==> src/rtl/mem_bus_arbiter_pkg.sv <==
// Shared constants, bus tags and state/owner types for the memory bus arbiter.
package mem_bus_arbiter_pkg;

    localparam int unsigned BUS_DATA_WIDTH = 64;
    localparam int unsigned BUS_TAG_WIDTH  = 13;
    localparam int unsigned ADDRESS_SIZE   = 64;
    localparam int unsigned BEATS          = 8;

    localparam logic [BUS_TAG_WIDTH-1:0] MEM_READ  = 13'h0001;
    localparam logic [BUS_TAG_WIDTH-1:0] MEM_WRITE = 13'h0002;

    typedef enum logic [2:0] {
        IDLE,
        ADDR,
        WDATA,
        RESP,
        DONE
    } arb_state_t;

    typedef enum logic {
        OWNER_I,
        OWNER_D
    } owner_t;

endpackage

==> src/rtl/mem_bus_arbiter_if.sv <==
// Memory bus request/response channels; the arbiter is the master side.
interface mem_bus_arbiter_if #(
    parameter int unsigned DATA_WIDTH = mem_bus_arbiter_pkg::BUS_DATA_WIDTH,
    parameter int unsigned TAG_WIDTH  = mem_bus_arbiter_pkg::BUS_TAG_WIDTH
);

    logic                  bus_reqcyc;
    logic                  bus_reqack;
    logic [DATA_WIDTH-1:0] bus_req;
    logic [TAG_WIDTH-1:0]  bus_reqtag;
    logic                  bus_respcyc;
    logic                  bus_respack;
    logic [DATA_WIDTH-1:0] bus_resp;
    logic [TAG_WIDTH-1:0]  bus_resptag;

    modport master (
        output bus_reqcyc, bus_req, bus_reqtag, bus_respack,
        input  bus_reqack, bus_respcyc, bus_resp, bus_resptag
    );

    modport slave (
        input  bus_reqcyc, bus_req, bus_reqtag, bus_respack,
        output bus_reqack, bus_respcyc, bus_resp, bus_resptag
    );

endinterface

==> src/rtl/mem_bus_arbiter_rr_arbiter2.sv <==
// Two-requester round-robin grant; a tie goes to whoever was not served last.
module rr_arbiter2
    import mem_bus_arbiter_pkg::*;
(
    input  logic   clk,
    input  logic   reset,
    input  logic   i_req,
    input  logic   d_req,
    input  logic   update,
    input  owner_t done_owner,
    output owner_t grant
);

    owner_t last_grant;

    // Remember who finished last; reset favours I on the first tie.
    always_ff @(posedge clk) begin
        if (!reset) begin
            last_grant <= OWNER_D;
        end else if (update) begin
            last_grant <= done_owner;
        end
    end

    // Grant the lone requester, or the one not served last on a tie.
    always_comb begin
        grant = OWNER_I;
        if (i_req && d_req) begin
            grant = (last_grant == OWNER_D) ? OWNER_I : OWNER_D;
        end else if (d_req) begin
            grant = OWNER_D;
        end
    end

endmodule

==> src/rtl/mem_bus_arbiter.sv <==
// Shares one block-transfer memory bus between the instruction and data caches.
module mem_bus_arbiter #(
    parameter int unsigned BUS_DATA_WIDTH = mem_bus_arbiter_pkg::BUS_DATA_WIDTH,
    parameter int unsigned BUS_TAG_WIDTH  = mem_bus_arbiter_pkg::BUS_TAG_WIDTH,
    parameter int unsigned BEATS          = mem_bus_arbiter_pkg::BEATS
) (
    input  logic                                      clk,
    input  logic                                      reset,
    input  logic                                      i_req,
    input  logic [mem_bus_arbiter_pkg::ADDRESS_SIZE-1:0] i_addr,
    input  logic                                      d_req,
    input  logic                                      d_write,
    input  logic [mem_bus_arbiter_pkg::ADDRESS_SIZE-1:0] d_addr,
    input  logic [BUS_DATA_WIDTH-1:0]                 d_wdata,
    output logic                                      d_wbeat_ack,
    output logic                                      i_rvalid,
    output logic [BUS_DATA_WIDTH-1:0]                 i_rdata,
    output logic [$clog2(BEATS)-1:0]                  i_rbeat,
    output logic                                      d_rvalid,
    output logic [BUS_DATA_WIDTH-1:0]                 d_rdata,
    output logic [$clog2(BEATS)-1:0]                  d_rbeat,
    output logic                                      i_done,
    output logic                                      d_done,
    mem_bus_arbiter_if.master                         bus
);

    import mem_bus_arbiter_pkg::*;

    localparam int unsigned       CNT_W     = $clog2(BEATS);
    localparam logic [CNT_W-1:0]  LAST_BEAT = CNT_W'(BEATS - 1);

    arb_state_t              state;
    arb_state_t              state_next;
    owner_t                  owner;
    owner_t                  grant;
    logic                    is_write;
    logic [ADDRESS_SIZE-1:0] addr;
    logic [CNT_W-1:0]        cnt;
    logic                    resp_good;
    logic                    done_update;

    // A response beat only counts when it carries the read tag.
    assign resp_good   = bus.bus_respcyc && (bus.bus_resptag == BUS_TAG_WIDTH'(MEM_READ));
    assign done_update = (state == DONE);

    rr_arbiter2 u_rr_arbiter2 (
        .clk        (clk),
        .reset      (reset),
        .i_req      (i_req),
        .d_req      (d_req),
        .update     (done_update),
        .done_owner (owner),
        .grant      (grant)
    );

    // State register.
    always_ff @(posedge clk) begin
        if (!reset) begin
            state <= IDLE;
        end else begin
            state <= state_next;
        end
    end

    // Next-state selection for a single outstanding transaction.
    always_comb begin
        state_next = state;
        case (state)
            IDLE:    if (i_req || d_req) state_next = ADDR;
            ADDR:    if (bus.bus_reqack) state_next = is_write ? WDATA : RESP;
            WDATA:   if (bus.bus_reqack && (cnt == LAST_BEAT)) state_next = DONE;
            RESP:    if (resp_good && (cnt == LAST_BEAT)) state_next = DONE;
            DONE:    state_next = IDLE;
            default: state_next = IDLE;
        endcase
    end

    // Latch the winner at grant and track accepted beats.
    always_ff @(posedge clk) begin
        if (!reset) begin
            owner    <= OWNER_I;
            is_write <= 1'b0;
            addr     <= '0;
            cnt      <= '0;
        end else begin
            case (state)
                IDLE: begin
                    if (i_req || d_req) begin
                        owner    <= grant;
                        is_write <= (grant == OWNER_D) && d_write;
                        addr     <= (grant == OWNER_D) ? d_addr : i_addr;
                    end
                end
                ADDR:    if (bus.bus_reqack) cnt <= '0;
                WDATA:   if (bus.bus_reqack) cnt <= cnt + 1'b1;
                RESP:    if (resp_good) cnt <= cnt + 1'b1;
                DONE:    cnt <= '0;
                default: cnt <= '0;
            endcase
        end
    end

    // Bus channel and requester-side outputs decoded from state.
    always_comb begin
        bus.bus_reqcyc  = 1'b0;
        bus.bus_req     = '0;
        bus.bus_reqtag  = '0;
        bus.bus_respack = 1'b0;
        d_wbeat_ack     = 1'b0;
        i_rvalid        = 1'b0;
        i_rdata         = '0;
        i_rbeat         = '0;
        d_rvalid        = 1'b0;
        d_rdata         = '0;
        d_rbeat         = '0;
        i_done          = 1'b0;
        d_done          = 1'b0;
        case (state)
            ADDR: begin
                bus.bus_reqcyc = 1'b1;
                bus.bus_req    = BUS_DATA_WIDTH'(addr);
                bus.bus_reqtag = is_write ? BUS_TAG_WIDTH'(MEM_WRITE) : BUS_TAG_WIDTH'(MEM_READ);
            end
            WDATA: begin
                bus.bus_reqcyc = 1'b1;
                bus.bus_req    = d_wdata;
                bus.bus_reqtag = BUS_TAG_WIDTH'(MEM_WRITE);
                d_wbeat_ack    = bus.bus_reqack;
            end
            RESP: begin
                bus.bus_respack = bus.bus_respcyc;
                if (resp_good) begin
                    if (owner == OWNER_D) begin
                        d_rvalid = 1'b1;
                        d_rdata  = bus.bus_resp;
                        d_rbeat  = cnt;
                    end else begin
                        i_rvalid = 1'b1;
                        i_rdata  = bus.bus_resp;
                        i_rbeat  = cnt;
                    end
                end
            end
            DONE: begin
                i_done = (owner == OWNER_I);
                d_done = (owner == OWNER_D);
            end
            default: ;
        endcase
    end

endmodule

==> src/flat_wrapper.sv <==
// flat-port wrapper written by rule: the top's interface ports become plain ports
module mem_bus_arbiter_flat import mem_bus_arbiter_pkg::*;
#(
    parameter int unsigned BUS_DATA_WIDTH = mem_bus_arbiter_pkg::BUS_DATA_WIDTH,
    parameter int unsigned BUS_TAG_WIDTH  = mem_bus_arbiter_pkg::BUS_TAG_WIDTH,
    parameter int unsigned BEATS          = mem_bus_arbiter_pkg::BEATS
)
  (clk, reset, i_req, i_addr, d_req, d_write, d_addr, d_wdata, d_wbeat_ack, i_rvalid, i_rdata, i_rbeat, d_rvalid, d_rdata, d_rbeat, i_done, d_done, bus_bus_reqcyc, bus_bus_req, bus_bus_reqtag, bus_bus_respack, bus_bus_reqack, bus_bus_respcyc, bus_bus_resp, bus_bus_resptag);
  mem_bus_arbiter_if #(.DATA_WIDTH(64), .TAG_WIDTH(13)) bus_i ();
  input  logic clk;
  input  logic reset;
  input  logic i_req;
  input  logic [mem_bus_arbiter_pkg::ADDRESS_SIZE-1:0] i_addr;
  input  logic d_req;
  input  logic d_write;
  input  logic [mem_bus_arbiter_pkg::ADDRESS_SIZE-1:0] d_addr;
  input  logic [BUS_DATA_WIDTH-1:0] d_wdata;
  output logic d_wbeat_ack;
  output logic i_rvalid;
  output logic [BUS_DATA_WIDTH-1:0] i_rdata;
  output logic [$clog2(BEATS)-1:0] i_rbeat;
  output logic d_rvalid;
  output logic [BUS_DATA_WIDTH-1:0] d_rdata;
  output logic [$clog2(BEATS)-1:0] d_rbeat;
  output logic i_done;
  output logic d_done;
  output wire logic [$bits(bus_i.bus_reqcyc)-1:0] bus_bus_reqcyc;
  output wire logic [$bits(bus_i.bus_req)-1:0] bus_bus_req;
  output wire logic [$bits(bus_i.bus_reqtag)-1:0] bus_bus_reqtag;
  output wire logic [$bits(bus_i.bus_respack)-1:0] bus_bus_respack;
  input wire logic [$bits(bus_i.bus_reqack)-1:0] bus_bus_reqack;
  input wire logic [$bits(bus_i.bus_respcyc)-1:0] bus_bus_respcyc;
  input wire logic [$bits(bus_i.bus_resp)-1:0] bus_bus_resp;
  input wire logic [$bits(bus_i.bus_resptag)-1:0] bus_bus_resptag;
  assign bus_bus_reqcyc = bus_i.bus_reqcyc;
  assign bus_bus_req = bus_i.bus_req;
  assign bus_bus_reqtag = bus_i.bus_reqtag;
  assign bus_bus_respack = bus_i.bus_respack;
  assign bus_i.bus_reqack = bus_bus_reqack;
  assign bus_i.bus_respcyc = bus_bus_respcyc;
  assign bus_i.bus_resp = bus_bus_resp;
  assign bus_i.bus_resptag = bus_bus_resptag;
  mem_bus_arbiter #(.BUS_DATA_WIDTH(BUS_DATA_WIDTH), .BUS_TAG_WIDTH(BUS_TAG_WIDTH), .BEATS(BEATS)) u_core (.clk(clk), .reset(reset), .i_req(i_req), .i_addr(i_addr), .d_req(d_req), .d_write(d_write), .d_addr(d_addr), .d_wdata(d_wdata), .d_wbeat_ack(d_wbeat_ack), .i_rvalid(i_rvalid), .i_rdata(i_rdata), .i_rbeat(i_rbeat), .d_rvalid(d_rvalid), .d_rdata(d_rdata), .d_rbeat(d_rbeat), .i_done(i_done), .d_done(d_done), .bus(bus_i));
endmodule
==> config.mk <==
export PLATFORM = sky130hd
export DESIGN_NAME = mem_bus_arbiter_flat
export DESIGN_NICKNAME = d
export VERILOG_FILES = /design/src/rtl/mem_bus_arbiter_pkg.sv /design/src/rtl/mem_bus_arbiter_if.sv /design/src/rtl/mem_bus_arbiter_rr_arbiter2.sv /design/src/rtl/mem_bus_arbiter.sv /design/src/flat_wrapper.sv
export SDC_FILE = /design/constraint.sdc
export NUM_CORES = 1
export LEC_CHECK = 0
export CAP_MARGIN = 5
export CORE_AREA = 2 2 193 195
export CTS_CLUSTER_SIZE = 28
export DETAILED_ROUTE_END_ITERATION = 6
export DIE_AREA = 0 0 195 197
export SLEW_MARGIN = 30
export SYNTH_ARGS = -nofsm -noshare
export SYNTH_HDL_FRONTEND = slang
export SYNTH_SLANG_ARGS = --single-unit
==> constraint.sdc <==
create_clock -name clk -period 2.46 [get_ports clk]
set_input_delay 0.738 -clock clk [delete_from_list [all_inputs] [get_ports clk]]
set_output_delay 0.738 -clock clk [all_outputs]
set_load 0.03 [all_outputs]
# Word-level counts from Yosys, hierarchy flattened
# Cells that the tools add are included.
# classes
n_reduce_logical	11
add_sub_neg	1
bitwise	2
n_eq_ne	12
muxes	40
# op_table
cell	n
$mux W64	7
$pmux W64 S2	1
$mux W3	13
$pmux W13 S2	1
$pmux W3 S4	2
$mux W1	15
$eq A13 B1 Y1 const B	1
$ne A2 B1 Y1 const B	4
$reduce_and A4 Y1	2
$eq A3 B2 Y1 const B	2
$eq A3 B3 Y1 const B	2
$logic_and A1 B1 Y1	5
$ne A2 B2 Y1 const B	2
$add A3 B1 Y3 const B	1
$eq A3 B1 Y1 const B	1
$logic_not A3 Y1	1
$mux W2	1
$not A1 Y1	2
$reduce_and A2 Y1	1
$reduce_or A2 Y1	1
$logic_or A1 B1 Y1	1
# totals
register_bits	73
input_bits	276
out_inout_bits	218
word_cells	72

# Depth between registers and ports, before layout
# depth
depth_word	5
ltp_mapped	8
mapped_depth_nobuf	6

# By module
# A second synthesis with hierarchy kept.
# hier_totals
hier_cells	598
area_unflattened_um2	5277.6
# modules_own_cells
mod	n_inst	cells_per_inst	area_per_inst_um2
mem_bus_arbiter	1	594	5236.3
rr_arbiter2	1	4	41.3

# Worst setup path after synthesis
# Ideal clock, no wire load.
# synth_timing
path_type	input to output
start	input bus_bus_resptag[1]
end	output d_rbeat[0]
required_ns	1.722
arrival_time_ns	2.034
stages	5
n_path_buf	1
slack_ns	-0.312
cell_sequence	nor4bb_1 nand4_1 nor3_2 buf_2 and2_1
# synth_via
elab_chain_len	4
# synth_lines
item	line	rtl
start: declaration	flat_wrapper.sv:34	input wire logic [$bits(bus_i.bus_resptag)-1:0] bus_bus_resptag;
$eq A13 B1 Y1	mem_bus_arbiter.sv:43	assign resp_good = bus.bus_respcyc && (bus.bus_resptag == BUS_TAG_WIDTH'(MEM_READ));
$logic_and A1 B1 Y1	mem_bus_arbiter.sv:43	
$mux W3	mem_bus_arbiter.sv:132	if (resp_good) begin
$mux W3	mem_bus_arbiter.sv:118	case (state)
end: declaration	flat_wrapper.sv:24	output logic [$clog2(BEATS)-1:0] d_rbeat;
# Every way passes these cells.

# Worst setup path in the final report
# layout_timing
start	input bus_bus_resptag[11]
end	output i_rdata[47]
# layout_via
elab_chain_len	4
# layout_lines
item	line	rtl
$eq A13 B1 Y1	mem_bus_arbiter.sv:43	
$logic_and A1 B1 Y1	mem_bus_arbiter.sv:43	
$mux W64	mem_bus_arbiter.sv:132	
$mux W64	mem_bus_arbiter.sv:118	
end: declaration	flat_wrapper.sv:20	output logic [BUS_DATA_WIDTH-1:0] i_rdata;
# Every way passes these cells.

==> flow_summary.json <==
{
  "wl_met2_mm": 16.54,
  "layout_setup_ws_ns": -0.5211,
  "fin_cells": 1559,
  "highest_layer": "met5",
  "ir_drop_uv": 480.2,
  "first_global_vias": 6606,
  "violations": "negative setup slack",
  "synth_cell_types": 40,
  "clock-sinks": 73,
  "worst_clock_skew_ns": 0.009783,
  "cp_data_required_time_ns": 1.72,
  "drtIter0Drc": 150,
  "dp.cells": 1526,
  "cts_buffers": 9,
  "cts_root_buf": "clkbuf_16",
  "placed_cell_area_mm2": 0.01109,
  "synth_edf_count": 0,
  "cts_tree": "yes",
  "dieArea_mm2": 0.03842,
  "totalWireLength_mm": 31.29,
  "clock_latency_ns": 0.34,
  "rows": 70,
  "status": "finished with violations",
  "drv_slew": 0,
  "cp_max_fo": 19,
  "setup_viol": 202,
  "cts.reportedPaths.clkPinSlew_ns": 0.06,
  "io_pins": 494,
  "io_buffers": 482,
  "die_w_um": 195,
  "cts_buffer_depth": 2,
  "path_class": "in2out",
  "yosysWarnings": 0,
  "drive_gt1_share_pct": 40.88,
  "start_kind": "primary input",
  "wl_met1_mm": 11.62,
  "syn2layout_area_growth_pct": 134.9,
  "finalHoldViolCount": 0,
  "max_cap_viol_count": 0,
  "final_common_cell": "clkdlybuf4s50_1",
  "syn_area_per_cell_um2": 8.729,
  "synth_top_flop_cell": "dfxtp_1",
  "gp_congestion": 0.7957,
  "achievable-frequency_ghz": 0.3354,
  "final_antenna_net_count": 0,
  "dpl.hpwl_mm": 23.86,
  "remaining_drc_errors": 0,
  "start_util_pct": 14.42,
  "ys_ff_latch": 73,
  "worst_hold_slack_ns": 0.5010,
  "synth-async-reset-ratio_pct": 0,
  "dr_wl_met3_mm": 2.406,
  "fin_crit_ns": 2.981,
  "p_leak_nw": 5.713,
  "antenna_cells": 0,
  "ctsHtreeMaxLevel": 3,
  "mostFrequentLayoutCells": "clkdlybuf4s50_1, buf_6, and2_4, buf_4, buf_12",
  "n_fill_cell": 3666,
  "synth_cells": 599,
  "hold_path.class": "reg2reg",
  "core_mm2": 0.03626,
  "grt.total_usage_pct": 14.94,
  "drt_pass1_iterations": 4,
  "cts_hold_buffers": 0,
  "die_height_um": 197,
  "slew-limit-headroom_pct": 66.42,
  "fin_util_pct": 33.88,
  "overflow": 0,
  "synth-seq-area-share_pct": 27.95,
  "rsz0062_at_grt": "true",
  "dp_slack_ns": -0.8956,
  "post-route-period-util_pct": 121.2,
  "max_slew.worst_pin.slew_ns": 0.5036,
  "grt_pass1_wl_mm": 42.44,
  "wire_per_inst_um": 20.07,
  "arrival_ns": 2.24,
  "nNetsFinal": 1365,
  "endpoint_kind": "primary output",
  "antenna_found_initial": 8,
  "via_count": 6495,
  "grt_max_degree": 65,
  "power_density_mw_per_mm2": 636.7,
  "vias_per_cell": 4.166,
  "fin_area_mm2": 0.01228,
  "p_total_mw": 7.821,
  "final.setup.tns_ns": -70.26,
  "netlist_area_mm2": 0.005229
}
report_power, final:
| group | switching [mW] | internal, mW |
|---|---|---|
| Clock | 0.540 | 0.810 |
| Sequential | 0.283 | 1.60 |
| Combinational | 2.40 | 2.19 |
| Total | 3.22 | 4.60 |
per-layer routing:
layer | global-route usage, % | vias up
li1 | - | 3081
met1 | 16.00 | 3032
met2 | 27.90 | 335
met3 | 4.689 | 43
met4 | 4.608 | 4
met5 | 0 | -
state kept, by name, indices dropped and copies added, names as in the netlist:
register and count:
u_core.addr 64, u_core.u_rr_arbiter2.last_grant 1, u_core.is_write 1, u_core.cnt 3, u_core.state 3, u_core.owner 1
final cells by class:
cell class,count,area (um^2),share of cell area [%]
Timing Repair Buffer,539,6155,50.11
Multi-Input combinational cell,462,3775,30.73
Sequential cell,73,1464,11.92
Tap cell,468,585.6,4.767
Clock buffer,11,242.7,1.976
Clock inverter,4,53.80,0.4380
Inverter,2,7.507,0.06112
final timing paths:
kind	startpoint	to	slack (ns)	cells past startpoint
worst max register to register	u_core.state[2]	u_core.addr[0]	0.59	6
worst min-delay path	u_core.addr[16]	u_core.addr[16]	0.50	1
worst min register to register	u_core.addr[16]	u_core.addr[16]	0.50	1
worst max-delay path	bus_bus_resptag[11]	i_rdata[47]	-0.52	9
cell usage after synthesis (2+ instances only):
cell        n  share of area, %
or2_2       2              0.24
and2_1    135                16
dfxtp_1    73                28
nor3_2      3              0.57
o21ai_0     2              0.19
nand2_1    70               5.0
nand4_1     2              0.24
clkbuf_1   18               1.3
nand3_1     2              0.19
buf_2      22               2.1
o211a_1    64                12
ha_1        2              0.48
buf_6       4              0.86
a22o_1     64                11
mux2i_1    67                13
inv_1       2              0.14
nor2_1      8              0.57
nor4_1      2              0.24
a21oi_1     3              0.29
nand3b_1    3              0.43
buf_4      28               4.0
nor2b_1     5              0.60
critical path, stage by stage:
cell	delay (ns)
buf_2	0.11
nor4_2	0.26
nand4_1	0.17
buf_6	0.17
nor3_4	0.15
buf_6	0.16
clkbuf_16	0.18
and2_2	0.16
buf_6	0.13
cell families after synthesis:
kind of cell / count (synthesis) / share of synthesized area, %
adders and majority gates: 3 / 0.6699
DFF: 73 / 27.95
other: 1 / 0.07172
buffers and inverters: 74 / 8.423
muxes: 67 / 12.83
and+or+nand+nor: 239 / 25.22
AOI/OAI and AO/OA: 142 / 24.84
what timing repair did:
action / in CTS / in global routing
endpoints found under the setup margin: 203 / 202
buffers inserted: 4 / 3
cloned: 4 / 7
gates resized for setup: 136 / 126
pin swaps: 10 / 12
No activity file was read; power rests on OpenSTA's default activity.
